[src/rtl/mul_div_unit.sv]
// mul_div_unit: iterative radix-2 multiply/divide unit with HI/LO result registers.
// Define MDU_DIV_EN to build the divide datapath. Without it, DIV/DIVU complete on
// the next edge with err=1 and leave hi/lo untouched.
//
// Handshake: a request is accepted on a rising edge of clk when start=1 and busy=0
// (FSM in IDLE or DONE). A request seen while busy=1 is dropped, never queued. done
// is a one-cycle pulse that marks the cycle in which hi/lo hold the new result.
// op, a and b are sampled only on the accepting edge.
module mul_div_unit (
  input  logic        clk,
  input  logic        reset,
  input  logic        start,
  input  logic [1:0]  op,
  input  logic [31:0] a,
  input  logic [31:0] b,
  output logic        busy,
  output logic        done,
  output logic [31:0] hi,
  output logic [31:0] lo,
  output logic        err,
  output logic [1:0]  dbg_state
);

  typedef enum logic [1:0] {
    IDLE = 2'd0,
    BUSY = 2'd1,
    DONE = 2'd2
  } state_t;

  state_t      state;
  state_t      state_next;
  logic [5:0]  count;
  logic        is_div_q;
  logic        sign_a_q;
  logic        sign_b_q;
  logic [31:0] opnd_q;
  logic [31:0] work_hi;
  logic [31:0] work_lo;
  logic        accept;
  logic        last_iter;
  logic        in_signed;
  logic [31:0] mag_a;
  logic [31:0] mag_b;
  logic [32:0] mul_sum;
  logic [31:0] it_hi;
  logic [31:0] it_lo;
  logic [63:0] prod;
  logic [31:0] commit_hi;
  logic [31:0] commit_lo;
`ifdef MDU_DIV_EN
  logic [31:0] a_q;
  logic        b_zero_q;
  logic [32:0] div_shift;
  logic [32:0] div_diff;
  logic        div_ge;
  logic [31:0] quo;
  logic [31:0] rem;
`endif

  assign accept    = (state != BUSY) && start;
  assign last_iter = (state == BUSY) && (count == 6'd31);
  assign in_signed = ~op[0];
  assign mag_a     = (in_signed && a[31]) ? (~a + 32'd1) : a;
  assign mag_b     = (in_signed && b[31]) ? (~b + 32'd1) : b;

  assign busy      = (state == BUSY);
  assign done      = (state == DONE);
  assign dbg_state = state;
`ifdef MDU_DIV_EN
  assign err       = 1'b0;
`else
  assign err       = (state == DONE) && is_div_q;
`endif

  // State register.
  always_ff @(posedge clk) begin
    if (reset) state <= IDLE;
    else       state <= state_next;
  end

  // Next-state: accept from IDLE/DONE, run 32 iterations in BUSY, pulse DONE once.
  always_comb begin
    state_next = state;
    case (state)
      IDLE, DONE: begin
        if (start) begin
`ifdef MDU_DIV_EN
          state_next = BUSY;
`else
          state_next = op[1] ? DONE : BUSY;
`endif
        end else begin
          state_next = IDLE;
        end
      end
      BUSY:    if (count == 6'd31) state_next = DONE;
      default: state_next = IDLE;
    endcase
  end

  // Iteration counter: cleared on accept, advances once per BUSY cycle.
  always_ff @(posedge clk) begin
    if (reset)              count <= 6'd0;
    else if (accept)        count <= 6'd0;
    else if (state == BUSY) count <= count + 6'd1;
  end

  // One radix-2 step on the working registers (shift-add or restoring subtract).
  always_comb begin
    mul_sum = {1'b0, work_hi} + {1'b0, (work_lo[0] ? opnd_q : 32'd0)};
    it_hi   = mul_sum[32:1];
    it_lo   = {mul_sum[0], work_lo[31:1]};
`ifdef MDU_DIV_EN
    div_shift = {work_hi, work_lo[31]};
    div_diff  = div_shift - {1'b0, opnd_q};
    div_ge    = (div_shift >= {1'b0, opnd_q});
    if (is_div_q) begin
      it_hi = div_ge ? div_diff[31:0] : div_shift[31:0];
      it_lo = {work_lo[30:0], div_ge};
    end
`endif
  end

  // Operand capture on accept; working registers step every BUSY cycle.
  always_ff @(posedge clk) begin
    if (reset) begin
      is_div_q <= 1'b0;
      sign_a_q <= 1'b0;
      sign_b_q <= 1'b0;
      opnd_q   <= 32'd0;
      work_hi  <= 32'd0;
      work_lo  <= 32'd0;
`ifdef MDU_DIV_EN
      a_q      <= 32'd0;
      b_zero_q <= 1'b0;
`endif
    end else if (accept) begin
      is_div_q <= op[1];
      sign_a_q <= in_signed & a[31];
      sign_b_q <= in_signed & b[31];
      opnd_q   <= mag_b;
      work_hi  <= 32'd0;
      work_lo  <= mag_a;
`ifdef MDU_DIV_EN
      a_q      <= a;
      b_zero_q <= (b == 32'd0);
`endif
    end else if (state == BUSY) begin
      work_hi  <= it_hi;
      work_lo  <= it_lo;
    end
  end

  // Sign correction of the final step's magnitudes, applied as the result commits.
  always_comb begin
    prod = {it_hi, it_lo};
    if (sign_a_q ^ sign_b_q) prod = ~prod + 64'd1;
    commit_hi = prod[63:32];
    commit_lo = prod[31:0];
`ifdef MDU_DIV_EN
    quo = (sign_a_q ^ sign_b_q) ? (~it_lo + 32'd1) : it_lo;
    rem = sign_a_q ? (~it_hi + 32'd1) : it_hi;
    if (is_div_q) begin
      if (b_zero_q) begin
        commit_hi = a_q;
        commit_lo = 32'hFFFF_FFFF;
      end else begin
        commit_hi = rem;
        commit_lo = quo;
      end
    end
`endif
  end

  // HI/LO hold their value except on the edge that ends the last iteration.
  always_ff @(posedge clk) begin
    if (reset) begin
      hi <= 32'd0;
      lo <= 32'd0;
    end else if (last_iter) begin
      hi <= commit_hi;
      lo <= commit_lo;
    end
  end

endmodule

[config.mk]
export PLATFORM = sky130hd
export DESIGN_NAME = mul_div_unit
export DESIGN_NICKNAME = d
export VERILOG_FILES = /design/src/rtl/mul_div_unit.sv
export SDC_FILE = /design/constraint.sdc
export NUM_CORES = 1
export LEC_CHECK = 0
export BUFFER_PORTS_ARGS = -buffer_cell sky130_fd_sc_hd__buf_4
export CAP_MARGIN = 20
export CORE_MARGIN = 10
export CORE_UTILIZATION = 59
export CTS_BUF_LIST = sky130_fd_sc_hd__clkbuf_16
export DETAILED_ROUTE_END_ITERATION = 8
export PLACE_DENSITY = 0.83
export SYNTH_ARGS = -nofsm -noshare
export SYNTH_HDL_FRONTEND = slang
export SYNTH_SLANG_ARGS = --single-unit
[constraint.sdc]
create_clock -name clk -period 4.25 [get_ports clk]
set_clock_uncertainty 0.05 [all_clocks]
set_input_delay 0.2125 -clock clk [delete_from_list [all_inputs] [get_ports clk]]
set_output_delay 0.2125 -clock clk [all_outputs]
set_load 0.01 [all_outputs]
==> reports/results.tsv, run 1 <==
stage	metric	value	unit
power	total_power	0.004046	W
floorplanning	ios	138	
timing	finalCriticalPeriod	4.111	ns
synth	synthAdderAreaFrac	4.273	%
synth	syn_inst	1446	
route	wl	31530	um
route	wl_per_cell	17.68	um
power	p_per_area	314.2	mW/mm2
final_layout	nets	1648	
run	maxCapViolations	0	
synth	synth_nets	1552	
synth	synth-edff-count	0	
route	route.vias.total	10905	
synth	synth_ff_type	dfxtp_1	
route	firstDrtPassIters	8	
synth	avgSynthCellArea	7.614	um2
clocking	root_buffer	clkbuf_16	
timing	finalHoldViolations	0	
synth	synth_top_area_cell	dfxtp_1	
worst_setup_path	worstPathRequired	4.55	ns
final_layout	multiInputGateArea	0.007206	mm2
route	drtIter0Drc	873	
floorplanning	rows	49	
clocking	tritoncts	done	
clocking	post_cts_buffers	0	
synth	yosys_warnings	0	
clocking	htree_num_levels	4	
worst_setup_path	worstSetupStartpointType	register	
clocking	clk_pin_slew_worst_paths	0.07	ns
floorplanning	start_util	60.67	%
timing	slew-limit-headroom	32.36	%
synth	synth-seq-cells	171	
placed_design	io_buffers	137	
power	ir_worst_vdd	0.2713	mV
timing	worst_slew_pin_slew	1.012	ns
synth	yosysUniqueCellTypes	75	
final_layout	n_antenna_cell	0	
global_route	antenna_found_initial	0	
route	postRouteAntennaNets	0	
worst_setup_path	max_stage_delay	0.54	ns
timing	max_clock_freq	0.2432	GHz
synth	synth_compound_area_share	25.43	%
global_route	grt_pass1_wl	50010	um
clocking	clock_sinks	171	
worst_setup_path	cp_max_fo	19	
final_layout	syn2layout_area_growth	16.97	%
synth	netlist_top_cells_count	211 x nor2_1, 171 x dfxtp_1, 154 x nand2_1	
placed_design	gp_congestion	0.9875	
route	viasPerCell	6.113	
min_path	hold_path.class	in2reg	
timing	rsz0062_at_grt	true	
synth	post_synth_and_or_nand_nor_area_fraction	24.15	%
timing	setup_viol	0	
floorplanning	dieArea	0.02452	mm2
run_status	outcome	finished, final reports clean	
synth	synthMuxAreaShare	0.1932	%
final_layout	utilization	70.96	%
global_route	grt_pass1_vias	9774	
worst_setup_path	cp_top_family	simple AND/OR/NAND/NOR gates	
synth	synth_xor_area_share	10.58	%
worst_setup_path	crit_path_top_delay_cell	or4_1	
clocking	numCtsBuffers	17	
timing	final_max_slew_viol_count	0	
synth	synth_area_leaders	dfxtp_1 31%, nor2_1 7.2%, a211oi_1 6.7%	
synth	yosysSeqAreaShare	31.09	%
global_route	grt_usage	24.69	%
route	drc	0	
floorplanning	die_h	156.6	um
placed_design	hpwl	23570	um
clocking	insertion_delay	0.44	ns
synth	post-synth-top-count-cell	nor2_1	
worst_setup_path	crit_chain	buf_4 > and2_1 > ha_1 > and2_4 > a221oi_4 > a21oi_1 > or4_1 > a32oi_1 > nand4b_1 > nand4bb_4 > nor4_4 > a41oi_1 > xnor2_1 > a211oi_1	
synth	synth_top_family_by_area	compound AO/OA/AOI/OAI gates	
synth	async_flop_share	0	%
worst_setup_path	worstSetupEndpointType	register	
power	p_leak	4.954	nW
global_route	overflow	0	
final_layout	seqCellArea	0.003423	mm2
synth	synth_top_cell_area_share	31.09	%
synth	syn_area	0.01101	mm2
worst_setup_path	worstSetupPathType	reg2reg	
floorplanning	core_area	0.01815	mm2
clocking	cts_max_path_buffers	2	
global_route	grt_start_max_net_pins	105	
floorplanning	dieWidth	156.6	um
worst_setup_path	path_buf_inv	1	
timing	fin_crit_sh	96.74	%
worst_setup_path	worst-endpoint-arrival	4.41	ns
final_layout	fillers	1553	
final_layout	drive_above_1_share	15.50	%
## per-stage QoR
step	TNS (ns)	hold WS (ns)	std cells	area, um2	setup slack [ns]
global placement	0	0.3887	1749	12180	0.2431
CTS	0	0.03059	1783	12800	0.06229
floorplan	0	0.2985	1446	11010	0.3761
finish	0	0.03502	1784	12880	0.1387
global route	-0.08419	0.04510	1784	12880	-0.06930
detailed placement	0	0.3953	1749	12180	0.08952
## layout make-up
class / count / share of cell area (%)
clock buffer: 17 / 3.304
clock inverter: 15 / 1.360
inverter: 22 / 0.6413
multi-input combinational: 1162 / 55.96
sequential: 171 / 26.58
tap: 229 / 2.225
timing repair buffer: 168 / 9.930
## layer usage
metal	track usage [%]	part of all wire, %	vias up	routed length, um
met5	0	0	-	0
met2	35.38	41	457	13000
met1	36.43	47	5010	14900
met3	4.413	9.5	49	2994
met4	7.820	2.0	0	639
li1	-	-	5389	-
## power by group
| group | internal (W) | total, W | switching (W) |
|---|---|---|---|
| Clock | 0.000886 | 0.00160 | 0.000712 |
| Sequential | 0.00166 | 0.00174 | 0.0000774 |
| Combinational | 0.000287 | 0.000707 | 0.000420 |
| Total | 0.00284 | 0.00405 | 0.00121 |
## path summary, 6_finish.rpt
path,from,end,slack [ns],cells after the start
max,work_lo[0]$_SDFFE_PP0P_,hi[30]$_SDFFE_PP0P_,0.14,14
min,b[29],opnd_q[29]$_SDFFE_PP0P_,0.04,3
max reg2reg,work_lo[0]$_SDFFE_PP0P_,hi[30]$_SDFFE_PP0P_,0.14,14
min reg2reg,lo[27]$_SDFFE_PP0P_,lo[27]$_SDFFE_PP0P_,0.40,2
## registers in the layout, indices dropped and copies added (netlist names), 2 cells and up
| register | flops |
|---|---|
| count | 6 |
| dbg_state | 2 |
| lo | 32 |
| opnd_q | 32 |
| hi | 32 |
| work_lo | 32 |
| work_hi | 32 |
## layout by cell type (no fill, tap or decap), drive strengths merged, types with 45 or more instances in the layout
master  count
nand2     154
xnor2      50
xor2       83
and2       45
o21ai      58
a21oi     146
dfxtp     171
buf       166
nor2      211
a211oi    100
## cell families after synthesis
family,count (synthesis)
fa+ha+maj,37
flops,171
xor+xnor,133
mux,2
buf+inv,113
compound gates,426
simple gates,564
## timing repair
item	in CTS	in global routing
hold endpoints to repair	2	0
setup endpoints to repair	0	12
hold buffers	2	0
gates resized for setup	0	7
## worst register-to-register path: cells and delay by family (launching register included)
kind | cells | cell delay, ns
XOR/XNOR | 1 | 0.16
flip-flops | 1 | 0.31
buffers and inverters | 1 | 0.18
AND/OR/NAND/NOR | 6 | 1.74
AO/OA/AOI/OAI | 5 | 1.18
adder cells (fa/ha/maj) | 1 | 0.40
Note: power is estimated with default switching activity, not from simulation.
==> run 2, diff against run 1 <==
Settings changed: CELL_PAD_IN_SITES_DETAIL_PLACEMENT set to 1, CELL_PAD_IN_SITES_GLOBAL_PLACEMENT set to 2, CORE_UTILIZATION 59 to 34, PLACE_DENSITY 0.83 to 0.82.
==> run 2 against run 1 <==
  * Total power is 1.7% higher
  * Cell area is 2.9% higher
  * Fmax is 2.3% higher
  * Worst hold slack worse by 0.016 ns
  * Utilization is 29 points lower
  * Largest cell class unchanged
  * Highest routed layer unchanged
==> reports/results.tsv, run 2 (same netlist as run 1, synthesis figures left out) <==
stage	metric	value	unit	change
global_route	grt_usage	18.84	%	was 24.69%
min_path	hold_path.class	in2reg		unchanged
timing	rsz0062_at_grt	true		unchanged
timing	slew-limit-headroom	39.21	%	was 32.36%
placed_design	io_buffers	137		unchanged
route	route.vias.total	10728		was 10.91k
run_status	outcome	finished, final reports clean		unchanged
route	drc	0		unchanged
worst_setup_path	worstSetupEndpointType	register		unchanged
final_layout	layout_commonest_cell	nor2_1		unchanged
timing	fin_crit_sh	94.59	%	was 96.74%
floorplanning	dieArea	0.03998	mm2	was 0.02452 mm2
floorplanning	start_util	34.71	%	was 60.67%
floorplanning	core_area	0.03172	mm2	was 0.01815 mm2
final_layout	n_antenna_cell	0		unchanged
global_route	grt_pass1_vias	10925		was 9,774
placed_design	gp_congestion	0.8997		was 0.9875
timing	finalCriticalPeriod	4.020	ns	was 4.111 ns
run	maxCapViolations	0		unchanged
timing	final_max_slew_viol_count	0		unchanged
global_route	antenna_found_initial	0		unchanged
clocking	clk_pin_slew_worst_paths	0.07	ns	about the same
clocking	clock_sinks	171		unchanged
timing	max_clock_freq	0.2487	GHz	was 0.2432 GHz
final_layout	syn2layout_area_growth	20.33	%	was 16.97%
global_route	overflow	0		unchanged
route	postRouteAntennaNets	0		unchanged
route	firstDrtPassIters	5		was 8
route	wl	37640	um	was 31,530 um
clocking	insertion_delay	0.45	ns	was 0.44 ns
power	total_power	0.004116	W	was 0.004046 W
worst_setup_path	worst-endpoint-arrival	4.34	ns	was 4.41 ns
worst_setup_path	worstSetupStartpointType	register		unchanged
timing	worst_slew_pin_slew	0.9118	ns	was 1.012 ns
route	viasPerCell	5.429		was 6.113
power	ir_worst_vdd	0.3146	mV	was 0.2713 mV
final_layout	layout_common_cells	210 x nor2_1, 186 x buf_4, 171 x dfxtp_1		was 210 x nor2_1, 171 x dfxtp_1, 165 x buf_4
route	wl_per_cell	19.05	um	was 17.68 um
global_route	grt_pass1_wl	59920	um	was 50,010 um
final_layout	nets	1667		was 1,648
route	drtIter0Drc	563		was 873
placed_design	placed_area	0.01255	mm2	was 0.01218 mm2
placed_design	hpwl	28720	um	was 23,570 um
worst_setup_path	worstPathRequired	4.57	ns	was 4.55 ns
floorplanning	dieWidth	199.9	um	was 156.6 um
final_layout	fillers	3905		was 1,553
worst_setup_path	cp_max_fo	11		was 19
final_layout	design_area	0.01325	mm2	was 0.01288 mm2
clocking	tritoncts	done		unchanged
floorplanning	ios	138		unchanged
timing	finalHoldViolations	0		unchanged
clocking	post_cts_buffers	0		unchanged
power	p_per_area	310.7	mW/mm2	was 314.2 mW/mm2
final_layout	utilization	41.77	%	was 70.96%
timing	setup_viol	0		unchanged
final_layout	drive_above_1_share	16.77	%	was 15.50%
worst_setup_path	worstSetupPathType	reg2reg		unchanged
clocking	numCtsBuffers	17		unchanged
clocking	cts_max_path_buffers	2		unchanged
clocking	root_buffer	clkbuf_16		unchanged
global_route	grt_start_max_net_pins	86		was 105
floorplanning	die_h	199.9	um	was 156.6 um
power	p_leak	5.057	nW	was 4.954 nW
clocking	htree_num_levels	4		unchanged
floorplanning	rows	65		was 49
## run 2: changes by cell type in the layout (fill, tap and decap cells not counted), sizes merged
| cell | delta |
|---|---|
| bufinv | +1 |
| buf | +20 |
| clkinv | -2 |
| dlygate4sd3 | -1 |
| clkinvlp | +1 |
## run 2: final timing paths
check	from	end	slack [ns]	cells after the start
worst max-delay path	work_lo[0]$_SDFFE_PP0P_	hi[30]$_SDFFE_PP0P_	0.23	14
worst min-delay path	b[1]	opnd_q[1]$_SDFFE_PP0P_	0.02	3
worst max register to register	work_lo[0]$_SDFFE_PP0P_	hi[30]$_SDFFE_PP0P_	0.23	14
worst min register to register	hi[14]$_SDFFE_PP0P_	hi[14]$_SDFFE_PP0P_	0.40	2
## run 2: what timing repair did
item,4_1_cts,5_1_grt
endpoints found under the setup margin,0,17
gates resized for setup,0,16
endpoints found under the hold margin,1,0
hold buffers,1,0
## run 2: worst max-delay path, stage by stage (launching register included)
cell	delay, ns
dfxtp_1	0.31
buf_4	0.17
and2_1	0.17
ha_1	0.36
a21oi_1	0.27
o21ai_0	0.26
a21o_1	0.25
o21a_1	0.19
o31a_1	0.36
xor2_1	0.19
or3_1	0.41
nor4_4	0.38
a41oi_2	0.16
xnor2_1	0.15
a211oi_1	0.24
## run 2: metal layers
metal	global-route usage, %	wire, um
met1	24.06	17340
met2	31.39	18090
met3	3.516	1416
met4	5.917	794
met5	0	0
## run 2: metrics by stage
| step | setup WS (ns) | hold WS (ns) | TNS, ns | instances |
|---|---|---|---|---|
| global placement | 0.2405 | 0.3904 | 0 | 1943 |
| floorplan | 0.3761 | 0.2985 | 0 | 1446 |
| finish | 0.2298 | 0.01887 | 0 | 1976 |
| CTS | 0.1610 | 0.006357 | 0 | 1976 |
| detailed placement | 0.1890 | 0.3956 | 0 | 1943 |
| global route | -0.04235 | 0.01759 | -0.04235 | 1976 |
## run 2: layout make-up
class | instances | area, um2 | share of cell area (%)
Inverter | 22 | 82.58 | 0.6233
Clock inverter | 15 | 175.2 | 1.322
Clock buffer | 17 | 425.4 | 3.211
Multi-Input combinational cell | 1162 | 7232 | 54.59
Sequential cell | 171 | 3423 | 25.84
Tap cell | 402 | 503.0 | 3.797
Timing Repair Buffer | 187 | 1406 | 10.62
## run 2: power by group
group,internal (W),total [W],leakage (nW),switching [W]
Combinational,0.000290,0.000740,3.37,0.000450
Clock,0.000927,0.00165,0.296,0.000722
Sequential,0.00166,0.00173,1.39,0.0000654
==> run 3, diff against run 2 <==
Settings changed: MAX_ROUTING_LAYER set to met4.
==> run 3 against run 2 <==
  * Fmax rose by 1.5%
  * Cell count barely moved
  * Setup slack improved by 0.060 ns
  * Combinational power rose by 1%
  * Critical endpoint is now hi[31]$_SDFFE_PP0P_
  * Largest power group unchanged
  * Highest routed layer unchanged
==> reports/results.tsv, run 3 (same netlist as run 1, synthesis figures left out) <==
stage	metric	value	unit	change
run_status	outcome	finished, final reports clean		unchanged
route	wl	38030	um	was 37,640 um
placed_design	hpwl	28830	um	was 28,720 um
clocking	root_buffer	clkbuf_16		unchanged
floorplanning	dieArea	0.03998	mm2	unchanged
min_path	worstHoldPathCells	3		unchanged
worst_setup_path	reg2reg_depth	15		was 14
timing	final_max_slew_viol_count	0		unchanged
worst_setup_path	worstSetupPathType	reg2reg		unchanged
route	viasPerCell	5.475		was 5.429
final_layout	nets	1667		unchanged
clocking	cts_max_path_buffers	2		unchanged
power	p_per_area	296.3	mW/mm2	was 310.7 mW/mm2
placed_design	io_buffers	137		unchanged
route	firstDrtPassIters	4		was 5
global_route	grt_usage	19.55	%	was 18.84%
timing	hold_ws	0.03054	ns	was 0.01887 ns
timing	finalHoldViolations	0		unchanged
placed_design	post-place-ws	0.1571	ns	was 0.1890 ns
route	wl_per_cell	19.26	um	was 19.05 um
worst_setup_path	worst-endpoint-arrival	4.28	ns	was 4.34 ns
worst_setup_path	worstSetupEndpointType	register		unchanged
final_layout	syn2layout_area_growth	19.78	%	was 20.33%
global_route	antenna_found_initial	0		unchanged
clocking	post_cts_buffers	0		unchanged
timing	slew-limit-headroom	30.10	%	was 39.21%
worst_setup_path	worstPathRequired	4.57	ns	about the same
clocking	clock_sinks	171		unchanged
placed_design	placed_area	0.01256	mm2	was 0.01255 mm2
timing	worst_slew_pin_slew	1.049	ns	was 0.9118 ns
global_route	grt_pass1_wl	60440	um	was 59,920 um
clocking	insertion_delay	0.45	ns	about the same
floorplanning	die_h	199.9	um	unchanged
clocking	htree_num_levels	4		unchanged
timing	fin_tns_setup	0	ns	unchanged
floorplanning	ios	138		unchanged
placed_design	gp_congestion	0.9011		was 0.8997
floorplanning	rows	65		unchanged
final_layout	n_antenna_cell	0		unchanged
final_layout	drive_above_1_share	16.72	%	was 16.77%
final_layout	design_area	0.01319	mm2	was 0.01325 mm2
timing	finalWorstSetupSlack	0.2898	ns	was 0.2298 ns
global_route	overflow	0		unchanged
floorplanning	core_area	0.03172	mm2	unchanged
final_layout	layout_common_cells	210 x nor2_1, 185 x buf_4, 171 x dfxtp_1		was 210 x nor2_1, 186 x buf_4, 171 x dfxtp_1
route	postRouteAntennaNets	0		unchanged
clocking	clk_pin_slew_worst_paths	0.07	ns	about the same
clocking	tritoncts	done		unchanged
final_layout	layout_commonest_cell	nor2_1		unchanged
route	drtIter0Drc	495		was 563
timing	max_clock_freq	0.2525	GHz	was 0.2487 GHz
timing	setup_viol	0		unchanged
timing	rsz0062_at_grt	false		was true
floorplanning	start_util	34.71	%	unchanged
route	drc	0		unchanged
floorplanning	dieWidth	199.9	um	unchanged
power	ir_worst_vdd	0.2707	mV	was 0.3146 mV
clocking	numCtsBuffers	17		unchanged
route	route.vias.total	10813		was 10.73k
global_route	grt_pass1_vias	10879		was 10.93k
run	maxCapViolations	0		unchanged
power	p_leak	5.024	nW	was 5.057 nW
timing	fin_crit_sh	93.18	%	was 94.59%
worst_setup_path	cp_max_fo	22		was 11
timing	finalCriticalPeriod	3.960	ns	was 4.020 ns
worst_setup_path	worstSetupStartpointType	register		unchanged
global_route	grt_start_max_net_pins	94		was 86
min_path	hold_path.class	in2reg		unchanged
-- run 3: cell types whose count changed in the layout (fill, tap and decap cells not counted), sizes merged --
| cell | change |
|---|---|
| bufinv | -3 |
| clkinvlp | +1 |
| inv | -3 |
| clkinv | +4 |
-- run 3: critical path: stages, from the launching register on --
cell and delay [ns]:
dfxtp_1 0.31, buf_4 0.17, buf_4 0.21, and2_1 0.18
ha_1 0.36, a21oi_1 0.26, o21ai_0 0.23, a21oi_1 0.20
nor2_1 0.06, a211o_2 0.31, a21o_2 0.24, a221o_1 0.34
o21ai_2 0.08, xnor2_1 0.16, or4_1 0.54, o211ai_1 0.17
-- run 3: path summary, 6_finish.rpt --
check | startpoint | endpoint | slack, ns
max | work_lo[0]$_SDFFE_PP0P_ | hi[31]$_SDFFE_PP0P_ | 0.29
min | b[1] | opnd_q[1]$_SDFFE_PP0P_ | 0.03
max reg2reg | work_lo[0]$_SDFFE_PP0P_ | hi[31]$_SDFFE_PP0P_ | 0.29
min reg2reg | lo[27]$_SDFFE_PP0P_ | lo[27]$_SDFFE_PP0P_ | 0.40
-- run 3: where the power goes --
part	leakage, nW	total [W]	switching, W	internal, W
clock	0.244	0.00143	0.000694	0.000734
sequential	1.39	0.00173	0.0000655	0.00166
combinational	3.39	0.000750	0.000452	0.000298
-- run 3: per-stage QoR --
step	utilization (%)	instances	total power [W]
2_1_floorplan	-	1446	0.002226
3_3_place_gp	39.60	1943	0.002490
3_5_place_dp	39.60	1943	0.002505
4_1_cts	41.24	1975	0.003941
5_1_grt	41.57	1975	0.004105
6_report	41.57	1975	0.003906
-- run 3: timing repair --
item	CTS	global route
hold buffers	1	0
endpoints found under the setup margin	0	14
gates resized for setup	0	16
endpoints found under the hold margin	1	0
-- run 3: final cells by class --
cell class                      count  area [um2]
Fill cell                        3890       18530
Multi-Input combinational cell   1162        7249
Sequential cell                   171        3423
Timing Repair Buffer              187        1419
Tap cell                          402       503.0
Clock buffer                       17       425.4
Clock inverter                     14       83.83
Inverter                           22       82.58
-- run 3: per-layer routing --
layer	up-vias	wire length (um)	track usage, %
met5	-	0	-
li1	5396	-	-
met3	27	985	2.679
met2	125	18650	32.92
met1	5265	17810	24.12
met4	0	588	5.048
